$ cat src/rtl/memory_apb3_slave_if.sv
// Purpose: APB3 bus bundle between an APB master (decoder/host) and memory_apb3_slave.
// Signals:
//   PADDR   word address            PSEL/PENABLE/PWRITE  APB3 control
//   PWDATA  write data              PSTRB                byte-lane write enables
//   PRDATA  read data               PREADY               transfer complete
//   PSLVERR error, valid with PREADY
interface memory_apb3_slave_if #(
  parameter int unsigned ADDR_BITS = 8,
  parameter int unsigned DATA_BITS = 32
);
  logic [ADDR_BITS-1:0]   PADDR;
  logic                   PSEL;
  logic                   PENABLE;
  logic                   PWRITE;
  logic [DATA_BITS-1:0]   PWDATA;
  logic [DATA_BITS/8-1:0] PSTRB;
  logic [DATA_BITS-1:0]   PRDATA;
  logic                   PREADY;
  logic                   PSLVERR;

  modport master (
    output PADDR, PSEL, PENABLE, PWRITE, PWDATA, PSTRB,
    input  PRDATA, PREADY, PSLVERR
  );

  modport slave (
    input  PADDR, PSEL, PENABLE, PWRITE, PWDATA, PSTRB,
    output PRDATA, PREADY, PSLVERR
  );
endinterface

$ cat src/rtl/memory_apb3_slave.sv
// Purpose: APB3 register-file slave. RW words are written by the host and driven to the fabric;
// RO words are driven by the fabric and read by the host. Programmable wait states, PSLVERR,
// PSTRB byte lanes and one-cycle per-word write/read notification pulses.
// Ports:
//   clk, rst            clock; synchronous active-high reset
//   apb                 APB3 slave modport (PADDR..PSLVERR)
//   o_mem_rw_values     RW words, word i at [i*DATA_BITS +: DATA_BITS]
//   o_mem_rw_written    one-cycle pulse: RW word i committed
//   i_mem_ro_values     RO words, same packing
//   o_mem_ro_read       one-cycle pulse: RO word i read (clear-on-read hook)
module memory_apb3_slave #(
  parameter int unsigned          ADDR_BITS    = 8,
  parameter int unsigned          DATA_BITS    = 32,
  parameter int unsigned          RW_SIZE      = 16,
  parameter int unsigned          RO_SIZE      = 16,
  parameter logic [DATA_BITS-1:0] RW_RESET_VAL = '0,
  parameter int unsigned          WAIT_STATES  = 0
) (
  input  logic                           clk,
  input  logic                           rst,
  memory_apb3_slave_if.slave             apb,
  output logic [RW_SIZE*DATA_BITS-1:0]   o_mem_rw_values,
  output logic [RW_SIZE-1:0]             o_mem_rw_written,
  input  logic [RO_SIZE*DATA_BITS-1:0]   i_mem_ro_values,
  output logic [RO_SIZE-1:0]             o_mem_ro_read
);

  localparam int unsigned NBYTES = DATA_BITS / 8;

  typedef enum logic [1:0] {StIdle, StWait, StReady} state_e;

  state_e                 r_state, w_state_d;
  logic [3:0]             r_cnt, w_cnt_d;
  logic [DATA_BITS-1:0]   r_rw [RW_SIZE];
  logic [DATA_BITS-1:0]   r_prdata;
  logic                   r_pready;
  logic                   r_pslverr;
  logic [RW_SIZE-1:0]     r_rw_written;
  logic [RO_SIZE-1:0]     r_ro_read;

  logic [31:0]            w_addr;
  logic [RW_SIZE-1:0]     w_rw_hit;
  logic [RO_SIZE-1:0]     w_ro_hit;
  logic [DATA_BITS-1:0]   w_rdata;
  logic [DATA_BITS-1:0]   w_wmask;
  logic                   w_is_rw, w_is_ro, w_err;
  logic                   w_complete, w_commit_wr, w_commit_rd;

  assign w_addr = 32'(apb.PADDR);

  // Address decode and read mux, evaluated every cycle from the (stable) APB address.
  always_comb begin
    w_rw_hit = '0;
    w_ro_hit = '0;
    w_rdata  = '0;
    for (int unsigned i = 0; i < RW_SIZE; i++) begin
      if (w_addr == i) begin
        w_rw_hit[i] = 1'b1;
        w_rdata     = r_rw[i];
      end
    end
    for (int unsigned j = 0; j < RO_SIZE; j++) begin
      if (w_addr == RW_SIZE + j) begin
        w_ro_hit[j] = 1'b1;
        w_rdata     = i_mem_ro_values[j*DATA_BITS +: DATA_BITS];
      end
    end
  end

  always_comb begin
    w_wmask = '0;
    for (int unsigned k = 0; k < NBYTES; k++) begin
      w_wmask[k*8 +: 8] = {8{apb.PSTRB[k]}};
    end
  end

  assign w_is_rw = |w_rw_hit;
  assign w_is_ro = |w_ro_hit;
  // Error: address outside both windows, or a write aimed at the RO window.
  assign w_err   = !w_is_rw && !(w_is_ro && !apb.PWRITE);

  // FSM next state
  always_comb begin
    w_state_d  = r_state;
    w_cnt_d    = r_cnt;
    w_complete = 1'b0;
    case (r_state)
      StIdle: begin
        if (apb.PSEL && !apb.PENABLE) begin
          w_cnt_d   = 4'(WAIT_STATES);
          w_state_d = (WAIT_STATES == 0) ? StReady : StWait;
        end
      end
      StWait: begin
        if (!apb.PSEL) begin
          w_state_d = StIdle;
        end else if (apb.PENABLE) begin
          w_cnt_d = r_cnt - 4'd1;
          if (r_cnt <= 4'd1) w_state_d = StReady;
        end
      end
      StReady: begin
        // PSEL dropped while PREADY is high counts as an abort, not a completion.
        w_state_d  = StIdle;
        w_complete = apb.PSEL && apb.PENABLE;
      end
      default: w_state_d = StIdle;
    endcase
  end

  assign w_commit_wr = w_complete && apb.PWRITE && w_is_rw && (|apb.PSTRB);
  assign w_commit_rd = w_complete && !apb.PWRITE && w_is_ro;

  always_ff @(posedge clk) begin
    if (rst) begin
      r_state      <= StIdle;
      r_cnt        <= '0;
      r_prdata     <= '0;
      r_pready     <= 1'b0;
      r_pslverr    <= 1'b0;
      r_rw_written <= '0;
      r_ro_read    <= '0;
      for (int unsigned i = 0; i < RW_SIZE; i++) begin
        r_rw[i] <= RW_RESET_VAL;
      end
    end else begin
      r_state      <= w_state_d;
      r_cnt        <= w_cnt_d;
      r_pready     <= (w_state_d == StReady);
      r_pslverr    <= (w_state_d == StReady) && w_err;
      r_rw_written <= '0;
      r_ro_read    <= '0;
      // Read data (incl. RO snapshot) is captured on the edge entering READY.
      if (w_state_d == StReady && !apb.PWRITE) begin
        r_prdata <= w_err ? '0 : w_rdata;
      end
      if (w_commit_wr) begin
        r_rw_written <= w_rw_hit;
        for (int unsigned i = 0; i < RW_SIZE; i++) begin
          if (w_rw_hit[i]) r_rw[i] <= (r_rw[i] & ~w_wmask) | (apb.PWDATA & w_wmask);
        end
      end
      if (w_commit_rd) begin
        r_ro_read <= w_ro_hit;
      end
    end
  end

  always_comb begin
    o_mem_rw_values = '0;
    for (int unsigned i = 0; i < RW_SIZE; i++) begin
      o_mem_rw_values[i*DATA_BITS +: DATA_BITS] = r_rw[i];
    end
  end

  assign o_mem_rw_written = r_rw_written;
  assign o_mem_ro_read    = r_ro_read;
  assign apb.PRDATA       = r_prdata;
  assign apb.PREADY       = r_pready;
  assign apb.PSLVERR      = r_pslverr;

endmodule
$ cat src/flat_wrapper.sv
// flat-port wrapper written by rule: the top's interface ports become plain ports
module memory_apb3_slave_flat 
#(
  parameter int unsigned          ADDR_BITS    = 8,
  parameter int unsigned          DATA_BITS    = 32,
  parameter int unsigned          RW_SIZE      = 16,
  parameter int unsigned          RO_SIZE      = 16,
  parameter logic [DATA_BITS-1:0] RW_RESET_VAL = '0,
  parameter int unsigned          WAIT_STATES  = 0
)
  (clk, rst, o_mem_rw_values, o_mem_rw_written, i_mem_ro_values, o_mem_ro_read, apb_PADDR, apb_PSEL, apb_PENABLE, apb_PWRITE, apb_PWDATA, apb_PSTRB, apb_PRDATA, apb_PREADY, apb_PSLVERR);
  memory_apb3_slave_if #(.ADDR_BITS(ADDR_BITS), .DATA_BITS(DATA_BITS)) apb_i ();
  input  logic clk;
  input  logic rst;
  output logic [RW_SIZE*DATA_BITS-1:0] o_mem_rw_values;
  output logic [RW_SIZE-1:0] o_mem_rw_written;
  input  logic [RO_SIZE*DATA_BITS-1:0] i_mem_ro_values;
  output logic [RO_SIZE-1:0] o_mem_ro_read;
  input wire logic [$bits(apb_i.PADDR)-1:0] apb_PADDR;
  input wire logic [$bits(apb_i.PSEL)-1:0] apb_PSEL;
  input wire logic [$bits(apb_i.PENABLE)-1:0] apb_PENABLE;
  input wire logic [$bits(apb_i.PWRITE)-1:0] apb_PWRITE;
  input wire logic [$bits(apb_i.PWDATA)-1:0] apb_PWDATA;
  input wire logic [$bits(apb_i.PSTRB)-1:0] apb_PSTRB;
  output wire logic [$bits(apb_i.PRDATA)-1:0] apb_PRDATA;
  output wire logic [$bits(apb_i.PREADY)-1:0] apb_PREADY;
  output wire logic [$bits(apb_i.PSLVERR)-1:0] apb_PSLVERR;
  assign apb_i.PADDR = apb_PADDR;
  assign apb_i.PSEL = apb_PSEL;
  assign apb_i.PENABLE = apb_PENABLE;
  assign apb_i.PWRITE = apb_PWRITE;
  assign apb_i.PWDATA = apb_PWDATA;
  assign apb_i.PSTRB = apb_PSTRB;
  assign apb_PRDATA = apb_i.PRDATA;
  assign apb_PREADY = apb_i.PREADY;
  assign apb_PSLVERR = apb_i.PSLVERR;
  memory_apb3_slave #(.ADDR_BITS(ADDR_BITS), .DATA_BITS(DATA_BITS), .RW_SIZE(RW_SIZE), .RO_SIZE(RO_SIZE), .RW_RESET_VAL(RW_RESET_VAL), .WAIT_STATES(WAIT_STATES)) u_core (.clk(clk), .rst(rst), .apb(apb_i), .o_mem_rw_values(o_mem_rw_values), .o_mem_rw_written(o_mem_rw_written), .i_mem_ro_values(i_mem_ro_values), .o_mem_ro_read(o_mem_ro_read));
endmodule
$ cat config.mk
export PLATFORM = sky130hd
export DESIGN_NAME = memory_apb3_slave_flat
export DESIGN_NICKNAME = d
export VERILOG_FILES = /design/src/rtl/memory_apb3_slave_if.sv /design/src/rtl/memory_apb3_slave.sv /design/src/flat_wrapper.sv
export SDC_FILE = /design/constraint.sdc
export NUM_CORES = 1
export LEC_CHECK = 0
export ABC_AREA = 0
export CAP_MARGIN = 20
export CORE_AREA = 4 4 438 440
export DETAILED_ROUTE_END_ITERATION = 8
export DIE_AREA = 0 0 442 444
export GPL_TIMING_DRIVEN = 1
export PLACE_DENSITY = 0.43
export SLEW_MARGIN = 10
export SYNTH_ARGS = -nofsm -noshare
export SYNTH_HDL_FRONTEND = slang
export SYNTH_SLANG_ARGS = --single-unit
$ cat constraint.sdc
create_clock -name clk -period 12.4 [get_ports clk]
set_input_delay 3.1 -clock clk [delete_from_list [all_inputs] [get_ports clk]]
set_output_delay 3.1 -clock clk [all_outputs]
set_load 0.01 [all_outputs]
After elaboration in Yosys (flattened, before gate mapping)
Memory sizes are Yosys's and may differ from the RTL's.
Cells that the tools add are included.

cells by class
  equality and inequality tests = 37
  reduce and logical (&&, ||, !) cells = 24
  bitwise operators = 52
  add/subtract/negate cells = 1
  muxes and demuxes = 157
  $lt $le $gt $ge = 1

operator list
  cell                  count
  $mux W32              49
  $and A32 B32 Y32      17
  $or A32 B32 Y32       16
  $eq A8 B5 Y1 const B  16
  $mux W1               99
  $eq A8 B4 Y1 const B  8
  $eq A8 B3 Y1 const B  4
  $logic_not A32 Y1     1
  $not A32 Y32          1
  $reduce_or A16 Y1     2
  $eq A8 B2 Y1 const B  2
  $or A1 B1 Y1          16
  $mux W4               3
  $logic_and A1 B1 Y1   11
  $eq A8 B1 Y1 const B  1
  $mux W2               4
  $pmux W4 S2           1
  $eq A2 B2 Y1 const B  2
  $le A4 B1 Y1 const B  1
  $logic_not A1 Y1      4
  $ne A2 B2 Y1 const B  2
  $pmux W2 S2           1
  $reduce_and A4 Y1     1
  $reduce_or A2 Y1      2
  other kinds (7)       8

storage, ports and cells
  output and inout bits = 578
  memory bits (writable) = 512
  input bits = 561
  flip-flop bits (word level) = 72
  memories = 1
  word-level logic and storage cells = 280

memories
  memory       words  bits a word  read ports  clocked after memory_dff  wr ports  RTL line                 source
  u_core.r_rw  16     32           16          0                         16        memory_apb3_slave.sv:34  logic [DATA_BITS-1:0] r_rw [RW_SIZE];

Depth between registers and ports, before layout
Gate-level depths: netlist of run 1.

  depth after elaboration = 34
  gate-level depth with buffers = 12
  depth with buffers taken out = 9

Worst setup path after synthesis of run 1
Ideal clock, no wire load.

  path kind = input to register
  start point = input port apb_PADDR[5]
  end point = memory u_core.r_rw[2][0], in the netlist u_core.r_rw[0][64] (enable)
  arrival = 6.584 ns
  required time = 11.934 ns
  library setup time = 0.466 ns
  setup slack = 5.351 ns
  buffers on the path = 2
  stages = 6
  cells stage by stage = or4_1 buf_6 nor2_2 buf_2 nand2_1 o21ai_0

RTL lines
  element      RTL line                 source
  from (decl)  flat_wrapper.sv:19       input wire logic [$bits(apb_i.PADDR)-1:0] apb_PADDR;
  to (decl)    memory_apb3_slave.sv:34

Final worst setup path of run 1
  start point = input port apb_PADDR[4]
  end point = register u_core.r_prdata[3], in the netlist u_core.apb.PRDATA[3]

between the ends
  longest elaborated chain between the ends = 34
  elaborated cells between the ends (all ways) = 103

ends and longest elaborated chain
  element                  RTL line                  source
  $logic_not A32 Y1        memory_apb3_slave.sv:57   if (w_addr == i) begin
  $mux W32 (16 in series)  memory_apb3_slave.sv:57
  $mux W32 (16 in series)  memory_apb3_slave.sv:63   if (w_addr == RW_SIZE + j) begin
  $mux W32 *               memory_apb3_slave.sv:135  r_prdata <= w_err ? '0 : w_rdata;
  to (signal assigned)     memory_apb3_slave.sv:135
  to (decl)                memory_apb3_slave.sv:35   logic [DATA_BITS-1:0] r_prdata;

Mark *: on every way between the ends. The rest lies on a longest branch, timed or not.
A chain may end at the register's enable or synchronous reset.

==> results of run 1 <==
-- flip-flops by register name, summed over array words and instances, names as in the netlist --
register	count
u_core.o_mem_rw_written	16
u_core.r_state	2
u_core.apb.PRDATA	32
u_core.apb.PSLVERR	1
u_core.o_mem_ro_read	16
u_core.r_rw	512
u_core.apb.PREADY	1
u_core.r_cnt	4
-- power by group --
| part | total [mW] | leakage [nW] | switching [mW] | internal [mW] |
|---|---|---|---|---|
| logic | 1.04 | 10.1 | 0.608 | 0.436 |
| registers | 2.32 | 5.85 | 0.0975 | 2.22 |
| clock network | 2.46 | 1.30 | 1.07 | 1.39 |
-- kinds of logic (layout without fill, tap and decap cells) --
kind of cell / after synthesis / count (layout) / share of synthesized area
and+or+nand+nor: 1133 / 1133 / 0.177
AOI/OAI and AO/OA: 1327 / 1327 / 0.227
buffers and inverters: 357 / 1427 / 0.0444
DFF: 584 / 584 / 0.482
adders and majority gates: 2 / 2 / 0.000717
other: 0 / 34 / 0
muxes: 172 / 172 / 0.0695
-- cell usage after synthesis, types with 14 or more instances --
cell	count
sky130_fd_sc_hd__nand2b_1	529
sky130_fd_sc_hd__mux2_2	54
sky130_fd_sc_hd__mux2i_1	67
sky130_fd_sc_hd__buf_2	103
sky130_fd_sc_hd__buf_4	16
sky130_fd_sc_hd__o211ai_1	29
sky130_fd_sc_hd__nand2_1	212
sky130_fd_sc_hd__o221ai_1	25
sky130_fd_sc_hd__nor3_1	45
sky130_fd_sc_hd__edfxtp_1	512
sky130_fd_sc_hd__inv_1	21
sky130_fd_sc_hd__a21oi_1	685
sky130_fd_sc_hd__nor2_1	187
sky130_fd_sc_hd__o21ai_1	23
sky130_fd_sc_hd__or3_1	17
sky130_fd_sc_hd__nor2b_1	17
sky130_fd_sc_hd__o21ai_0	159
sky130_fd_sc_hd__o2bb2ai_1	23
sky130_fd_sc_hd__clkbuf_1	197
sky130_fd_sc_hd__nand3_1	36
sky130_fd_sc_hd__dfxtp_1	72
sky130_fd_sc_hd__o21a_1	18
sky130_fd_sc_hd__a22oi_1	55
sky130_fd_sc_hd__buf_1	17
sky130_fd_sc_hd__a31oi_1	19
sky130_fd_sc_hd__mux4_2	51
sky130_fd_sc_hd__or4_1	14
sky130_fd_sc_hd__o22ai_1	92
sky130_fd_sc_hd__a211oi_1	34
sky130_fd_sc_hd__a221oi_1	25
-- worst max-delay path, cell delays in order --
cell	delay, ps
sky130_fd_sc_hd__clkdlybuf4s50_1	690
sky130_fd_sc_hd__or4_2	750
sky130_fd_sc_hd__buf_4	330
sky130_fd_sc_hd__nor2_2	760
sky130_fd_sc_hd__nand2_1	510
sky130_fd_sc_hd__a21oi_1	510
sky130_fd_sc_hd__a221oi_1	130
sky130_fd_sc_hd__a2111oi_0	1040
sky130_fd_sc_hd__o21ai_1	150
-- per-stage QoR --
stage	hold slack (ps)	total power, mW
finish	458	5.82
global route	493	5.97
CTS	457	5.87
detailed placement	449	3.40
global placement	448	3.40
floorplan	471	2.68
-- per-layer routing --
| metal | global-route usage | vias to the layer above | share of wire |
|---|---|---|---|
| li1 | - | 15500 | - |
| met1 | 0.328 | 19400 | 0.38 |
| met2 | 0.492 | 2098 | 0.50 |
| met3 | 0.0502 | 449 | 0.064 |
| met4 | 0.155 | 4 | 0.062 |
| met5 | 0 | - | 0.000072 |
-- worst max-delay path by stage --
stage,startpoint,end,slack [ps],cells past startpoint
2_1_floorplan,apb_PADDR[5],u_core.r_rw[0][64]$_SDFFCE_PN0P_,5350,6
3_3_place_gp,apb_PADDR[4],u_core.apb.PRDATA[3]$_SDFFE_PP0P_,4410,9
3_5_place_dp,apb_PADDR[4],u_core.apb.PRDATA[17]$_SDFFE_PP0P_,4430,9
4_1_cts,apb_PADDR[4],u_core.apb.PRDATA[17]$_SDFFE_PP0P_,5170,9
5_1_grt,apb_PADDR[4],u_core.apb.PRDATA[3]$_SDFFE_PP0P_,5100,9
6_report,apb_PADDR[4],u_core.apb.PRDATA[3]$_SDFFE_PP0P_,4920,9
-- layout make-up --
cell class / count / area, um2 / area share
clock buffer: 110 / 2210 / 0.0425
clock inverter: 42 / 487 / 0.00937
tap: 2495 / 3120 / 0.0601
sequential: 584 / 16800 / 0.324
multi-input combinational: 2634 / 16800 / 0.324
antenna: 34 / 85.1 / 0.00164
inverter: 21 / 83.8 / 0.00161
timing repair buffer: 1254 / 12300 / 0.237
==> impl_summary.txt, run 1 <==
----------------------------------------------------
[Status]
  Status ... finished clean

[Detailed routing]
  Antenna violation net count after detailed routing ... 0
  Final routed wirelength across all metal layers ... 291000 um
  Mean routed wirelength per cell ... 40.5 um
  Residual DRC ... 0
  Initial drt markers ... 4392
  Detailed-router iteration count before antenna repair ... 7
  Total via count after detailed routing ... approximately 37000
  Detailed-route vias per instance ... 5.21

[Global route]
  Antenna violations before repair ... 55
  Global-route wire length before repair ... 376000 um
  Global routing usage summed across all routing layers ... 0.282
  Via count of the first global-routing pass ... 36900
  Total grt overflow ... 0
  Largest net degree at the start of global routing ... 102

[Die]
  Die span in y ... 444 um
  Num ports ... 1139
  Starting density of the core ... 0.186
  Die Wd ... 442 um
  Die area ... 196000 um2
  Site Rows ... 159
  Floorplan Core Area ... approximately 190000 um2

[CTS]
  Root cell of the clock tree ... sky130_fd_sc_hd__clkbuf_16
  TritonCTS clock tree ... built
  Clock transition at path regs ... ~60 ps
  Number of hold buffers added after cts ... 0
  Bufs on Longest Clock Path ... 3
  Setup repair bufs after CTS ... 0
  Clock latency of the later-clocked register in the worst-skew pair ... 770 ps
  Sinks on the clock net ... 584
  Post-CTS resize count ... 0
  Number of buffers added by the clock tree synthesis step ... 81
  Count of H-tree levels built during CTS ... 3

[Timing]
  RSZ-0062 raised after global routing ... no
  Fmax ... 134 MHz
  Post-route worst setup slack ... between 4000 and 5000 ps
  Final period util ... 0.603
  Relative slew slack ... 0.177
  Setup skew after layout ... 86.2 ps
  Final Hold Violating Endpoints ... 0
  Worst-Margin Slew ... 1220 ps
  Tmin final ... 7480 ps
  Number of setup violations in the final report ... 0
  Total Negative Setup Slacks ... 0 ps
  Pins Over Slew Limit ... 0

[Run]
  Count of maximum capacitance violations ... 0

[Synth]
  Synth Instances ... 3575
  Top FF cell, synth ... sky130_fd_sc_hd__edfxtp_1
  Post-Synthesis Cell Area ... 34900 um2
  Yosys warning count ... 0
  Share of the synthesized area in the top cell type ... 0.440
  Yosys reg bits ... 584
  Number of nets produced by synthesis ... 4138
  Leading area contributor after synthesis ... sky130_fd_sc_hd__edfxtp_1
  Average footprint of a synthesized cell ... 9.77 um2
  Count of flip-flops with a built-in enable after synthesis ... around 510
  Share of the yosys chip area belonging to registers ... 0.482
  Synth top area cells ... sky130_fd_sc_hd__edfxtp_1 (44%), sky130_fd_sc_hd__a21oi_1 (9.8%), sky130_fd_sc_hd__nand2b_1 (9.5%)
  Async set-reset flop share out of synthesis ... 0
  Count of different cell masters after synthesis ... 83

[Final layout]
  Most frequent cells in the layout ... sky130_fd_sc_hd__clkdlybuf4s50_1 (1129), sky130_fd_sc_hd__a21oi_1 (684), sky130_fd_sc_hd__nand2b_1 (526)
  Leading cell type in the layout, fill and taps excluded ... sky130_fd_sc_hd__clkdlybuf4s50_1
  Synth-to-Final Area Change ... 48.7%
  Final nets ... 5139
  Final non-filler cell area ... 51900 um2
  Share of layout cells above drive strength 1 ... 0.0952
  Final non-filler cell total ... 7174
  Fill cell total of the finished layout ... about 20000
  Post-Route Utilization ... 0.277

[Worst setup path]
  Sort of element at the start of the critical path ... primary input
  Largest driver fanout on the critical path ... 29
  R2R setup slack ... ~8600 ps
  Worst flop-to-flop path startpoint ... u_core.r_state[0]$_SDFF_PP0_
  Capture point of the worst reg-to-reg path ... u_core.r_rw[0][75]$_SDFFCE_PN0P_
  WP data arrival ... 8050 ps
  Required time of the worst setup path ... 12980 ps
  Depth of the worst register-to-register path ... 7
  Critical path type ... in2reg
  Endpoint class of the critical path ... register

[Pwr]
  Standby leakage power ... 17.3 nW
  Worst supply voltage drop on vdd ... 112 uV
  Power per cell area ... between 100 and 150 nW/um2

[Placement]
  Number of buffers inserted by port buffering ... 1138
  DPL Wire Length ... ~220000 um
  Cell count after placement ... roughly 7000
  Post-placement worst setup slack ... 4430 ps
  Post-placement cell area ... 49100 um2
  Global placer's final weighted congestion ... 0.938

[Hold path]
  Worst hold path cell count ... 2
  HP Start ... u_core.apb.PRDATA[30]$_SDFFE_PP0P_
  Worst hold path class ... reg2reg
  Destination of the worst hold path ... u_core.apb.PRDATA[30]$_SDFFE_PP0P_

----------------------------------------------------
(Power assumes the default switching activity.)
==> inputs of run 2 (changes only) <==
--- a/config.mk
+++ b/config.mk
@@ -11,7 +11,7 @@
 export DETAILED_ROUTE_END_ITERATION = 8
 export DIE_AREA = 0 0 442 444
 export GPL_TIMING_DRIVEN = 1
-export PLACE_DENSITY = 0.43
+export PLACE_DENSITY = 0.44
 export SLEW_MARGIN = 10
 export SYNTH_ARGS = -nofsm -noshare
 export SYNTH_HDL_FRONTEND = slang
==> constraint.sdc (replaced) <==
create_clock -name clk -period 6.3 [get_ports clk]
set_input_delay 1.575 -clock clk [delete_from_list [all_inputs] [get_ports clk]]
set_output_delay 1.575 -clock clk [all_outputs]
set_load 0.01 [all_outputs]
==> impl_summary.txt, run 2 (synthesized netlist as in run 1, its figures left out) <==
----------------------------------------------------
[Status]
  Status ... finished clean

[Global route]
  Total grt overflow ... 0 (unchanged)
  Global-route wire length before repair ... 373000 um (-1.0%)
  Antenna violations before repair ... 57 (+3.6%)
  Via count of the first global-routing pass ... 36100 (-2.0%)
  Largest net degree at the start of global routing ... 87 (-15%)
  Global routing usage summed across all routing layers ... 0.280 (-0.00228)

[Placement]
  Cell count after placement ... 7038 (+0.73%)
  Post-placement cell area ... 49700 um2 (+1.1%)
  Global placer's final weighted congestion ... 0.945 (+0.68%)
  DPL Wire Length ... 225000 um (+0.82%)
  Number of buffers inserted by port buffering ... 1138 (unchanged)

[Pwr]
  Total Power Consumption ... 11.5 mW (+97%)
  Worst supply voltage drop on vdd ... 183 uV (+63%)
  Standby leakage power ... 17.6 nW (+1.6%)
  Power per cell area ... 219 nW/um2 (+95%)

[Hold path]
  Worst hold path class ... reg2reg

[Die]
  Die Wd ... 442 um (unchanged)
  Num ports ... 1139 (unchanged)
  Die area ... 196000 um2 (unchanged)
  Floorplan Core Area ... 188000 um2 (unchanged)
  Starting density of the core ... 0.186 (unchanged)
  Die span in y ... 444 um (unchanged)
  Site Rows ... 159 (unchanged)

[Timing]
  Hold Slack ... 472 ps (+14.7 ps)
  Relative slew slack ... 0.201 (+0.0241)
  Final period util ... 0.860
  RSZ-0062 raised after global routing ... no
  Pins Over Slew Limit ... 0 (unchanged)
  Final Hold Violating Endpoints ... 0 (unchanged)
  Worst-Margin Slew ... 1200 ps (-26.1 ps)
  Fmax ... roughly 180 MHz
  Number of setup violations in the final report ... 0 (unchanged)
  Setup skew after layout ... 47.0 ps (-39.3 ps)
  Tmin final ... around 5400 ps

[CTS]
  Root cell of the clock tree ... sky130_fd_sc_hd__clkbuf_16
  Sinks on the clock net ... 584 (unchanged)
  Number of hold buffers added after cts ... 0 (unchanged)
  Number of buffers added by the clock tree synthesis step ... 84 (+3.7%)
  Post-CTS resize count ... 0 (unchanged)
  TritonCTS clock tree ... built
  Clock latency of the later-clocked register in the worst-skew pair ... 710 ps (-60 ps)
  Bufs on Longest Clock Path ... 3 (unchanged)
  Setup repair bufs after CTS ... 0 (unchanged)
  Count of H-tree levels built during CTS ... 3 (unchanged)
  Clock transition at path regs ... 70 ps (about the same)

[Detailed routing]
  Mean routed wirelength per cell ... 40.1 um (-0.90%)
  Residual DRC ... 0 (unchanged)
  Antenna violation net count after detailed routing ... 0 (unchanged)
  Final routed wirelength across all metal layers ... 290000 um (-0.25%)
  Initial drt markers ... 4303 (-2.0%)
  Detailed-router iteration count before antenna repair ... 8 (+1)
  Detailed-route vias per instance ... 5.15 (-1.2%)
  Total via count after detailed routing ... 37200 (-0.53%)

[Worst setup path]
  Largest driver fanout on the critical path ... 25 (-14%)
  WP data arrival ... 5990 ps (-2060 ps)
  Critical path type ... in2reg
  Required time of the worst setup path ... 6870 ps (-6110 ps)
  Sort of element at the start of the critical path ... primary input
  Endpoint class of the critical path ... register

[Final layout]
  Register containing the most flip-flops in the final layout ... u_core.r_rw
  Number of flip-flops under the largest register name ... 512 (unchanged)
  Final non-filler cell area ... 52400 um2 (+0.87%)
  Share of layout cells above drive strength 1 ... 0.102 (+0.00687)
  Final nets ... 5192 (+1.0%)
  Leading cell type in the layout, fill and taps excluded ... sky130_fd_sc_hd__clkdlybuf4s50_1
  Final non-filler cell total ... 7221 (+0.66%)
  Most frequent cells in the layout ... sky130_fd_sc_hd__clkdlybuf4s50_1 (1129), sky130_fd_sc_hd__a21oi_1 (684), sky130_fd_sc_hd__nand2b_1 (527)
  Synth-to-Final Area Change ... 50.0%

[Run]
  Count of maximum capacitance violations ... 0 (unchanged)

----------------------------------------------------
## run 2: cell count changes in the layout (fill, tap and decap cells not counted), sizes merged, moves of 2 or more
| cell | before | now |
|---|---|---|
| buf | 125 | 174 |
| clkinv | 33 | 24 |
| clkbuf | 110 | 123 |
| bufinv | 6 | 4 |
| diode | 34 | 31 |
| clkinvlp | 3 | 1 |
## run 2: cell type report
type / count / area [um2]
inverters: 21 / 83.8
flip-flops and latches: 584 / 16800
clock buffers: 122 / 2380
well taps: 2495 / 3120
clock inverters: 30 / 262
multi-input cells: 2634 / 16800
fillers: 19900 / 135000
diodes: 31 / 77.6
repair buffers: 1304 / 12800
## run 2: stage by stage
step	worst slack, ps	setup TNS [ps]	utilization
2_1_floorplan	776	0	-
3_3_place_gp	-28.8	-28.8	0.264
3_5_place_dp	-12.8	-12.8	0.265
4_1_cts	755	0	0.279
5_1_grt	730	0	0.279
6_report	880	0	0.279
## run 2: routing by layer
metal / part of all wire / track usage / routed length, um / vias up
met5: 0.00019 / 0 / 54 / -
met4: 0.061 / 0.158 / 17700 / 6
met3: 0.062 / 0.0499 / 17900 / 435
met2: 0.49 / 0.483 / 143000 / 2066
met1: 0.38 / 0.328 / 111000 / 19100
li1: - / - / - / 15600
## run 2: final timing paths
path | slack (ps) | end | from | cells after the start
worst max register to register | 2710 | u_core.r_rw[0][1]$_SDFFCE_PN0P_ | u_core.r_state[0]$_SDFF_PP0_ | 9
worst min-delay path | 470 | u_core.apb.PRDATA[30]$_SDFFE_PP0P_ | u_core.apb.PRDATA[30]$_SDFFE_PP0P_ | 2
worst min register to register | 470 | u_core.apb.PRDATA[30]$_SDFFE_PP0P_ | u_core.apb.PRDATA[30]$_SDFFE_PP0P_ | 2
worst max-delay path | 880 | u_core.apb.PRDATA[31]$_SDFFE_PP0P_ | apb_PADDR[4] | 9
## run 2: where the power goes
| group | internal, mW | total [mW] | switching, mW |
|---|---|---|---|
| logic | 0.878 | 2.09 | 1.21 |
| registers | 4.38 | 4.56 | 0.182 |
| clock network | 2.78 | 4.81 | 2.03 |
| total | 8.03 | 11.5 | 3.42 |
## run 2: worst max-delay path: stages
cell                              delay, ps
sky130_fd_sc_hd__clkdlybuf4s50_1        720
sky130_fd_sc_hd__nor4_4                1020
sky130_fd_sc_hd__nand2_2                850
sky130_fd_sc_hd__o21ai_0                350
sky130_fd_sc_hd__o211ai_1               230
sky130_fd_sc_hd__a2111oi_0              560
sky130_fd_sc_hd__buf_4                  210
sky130_fd_sc_hd__o21ba_1                310
sky130_fd_sc_hd__o21ai_1                110
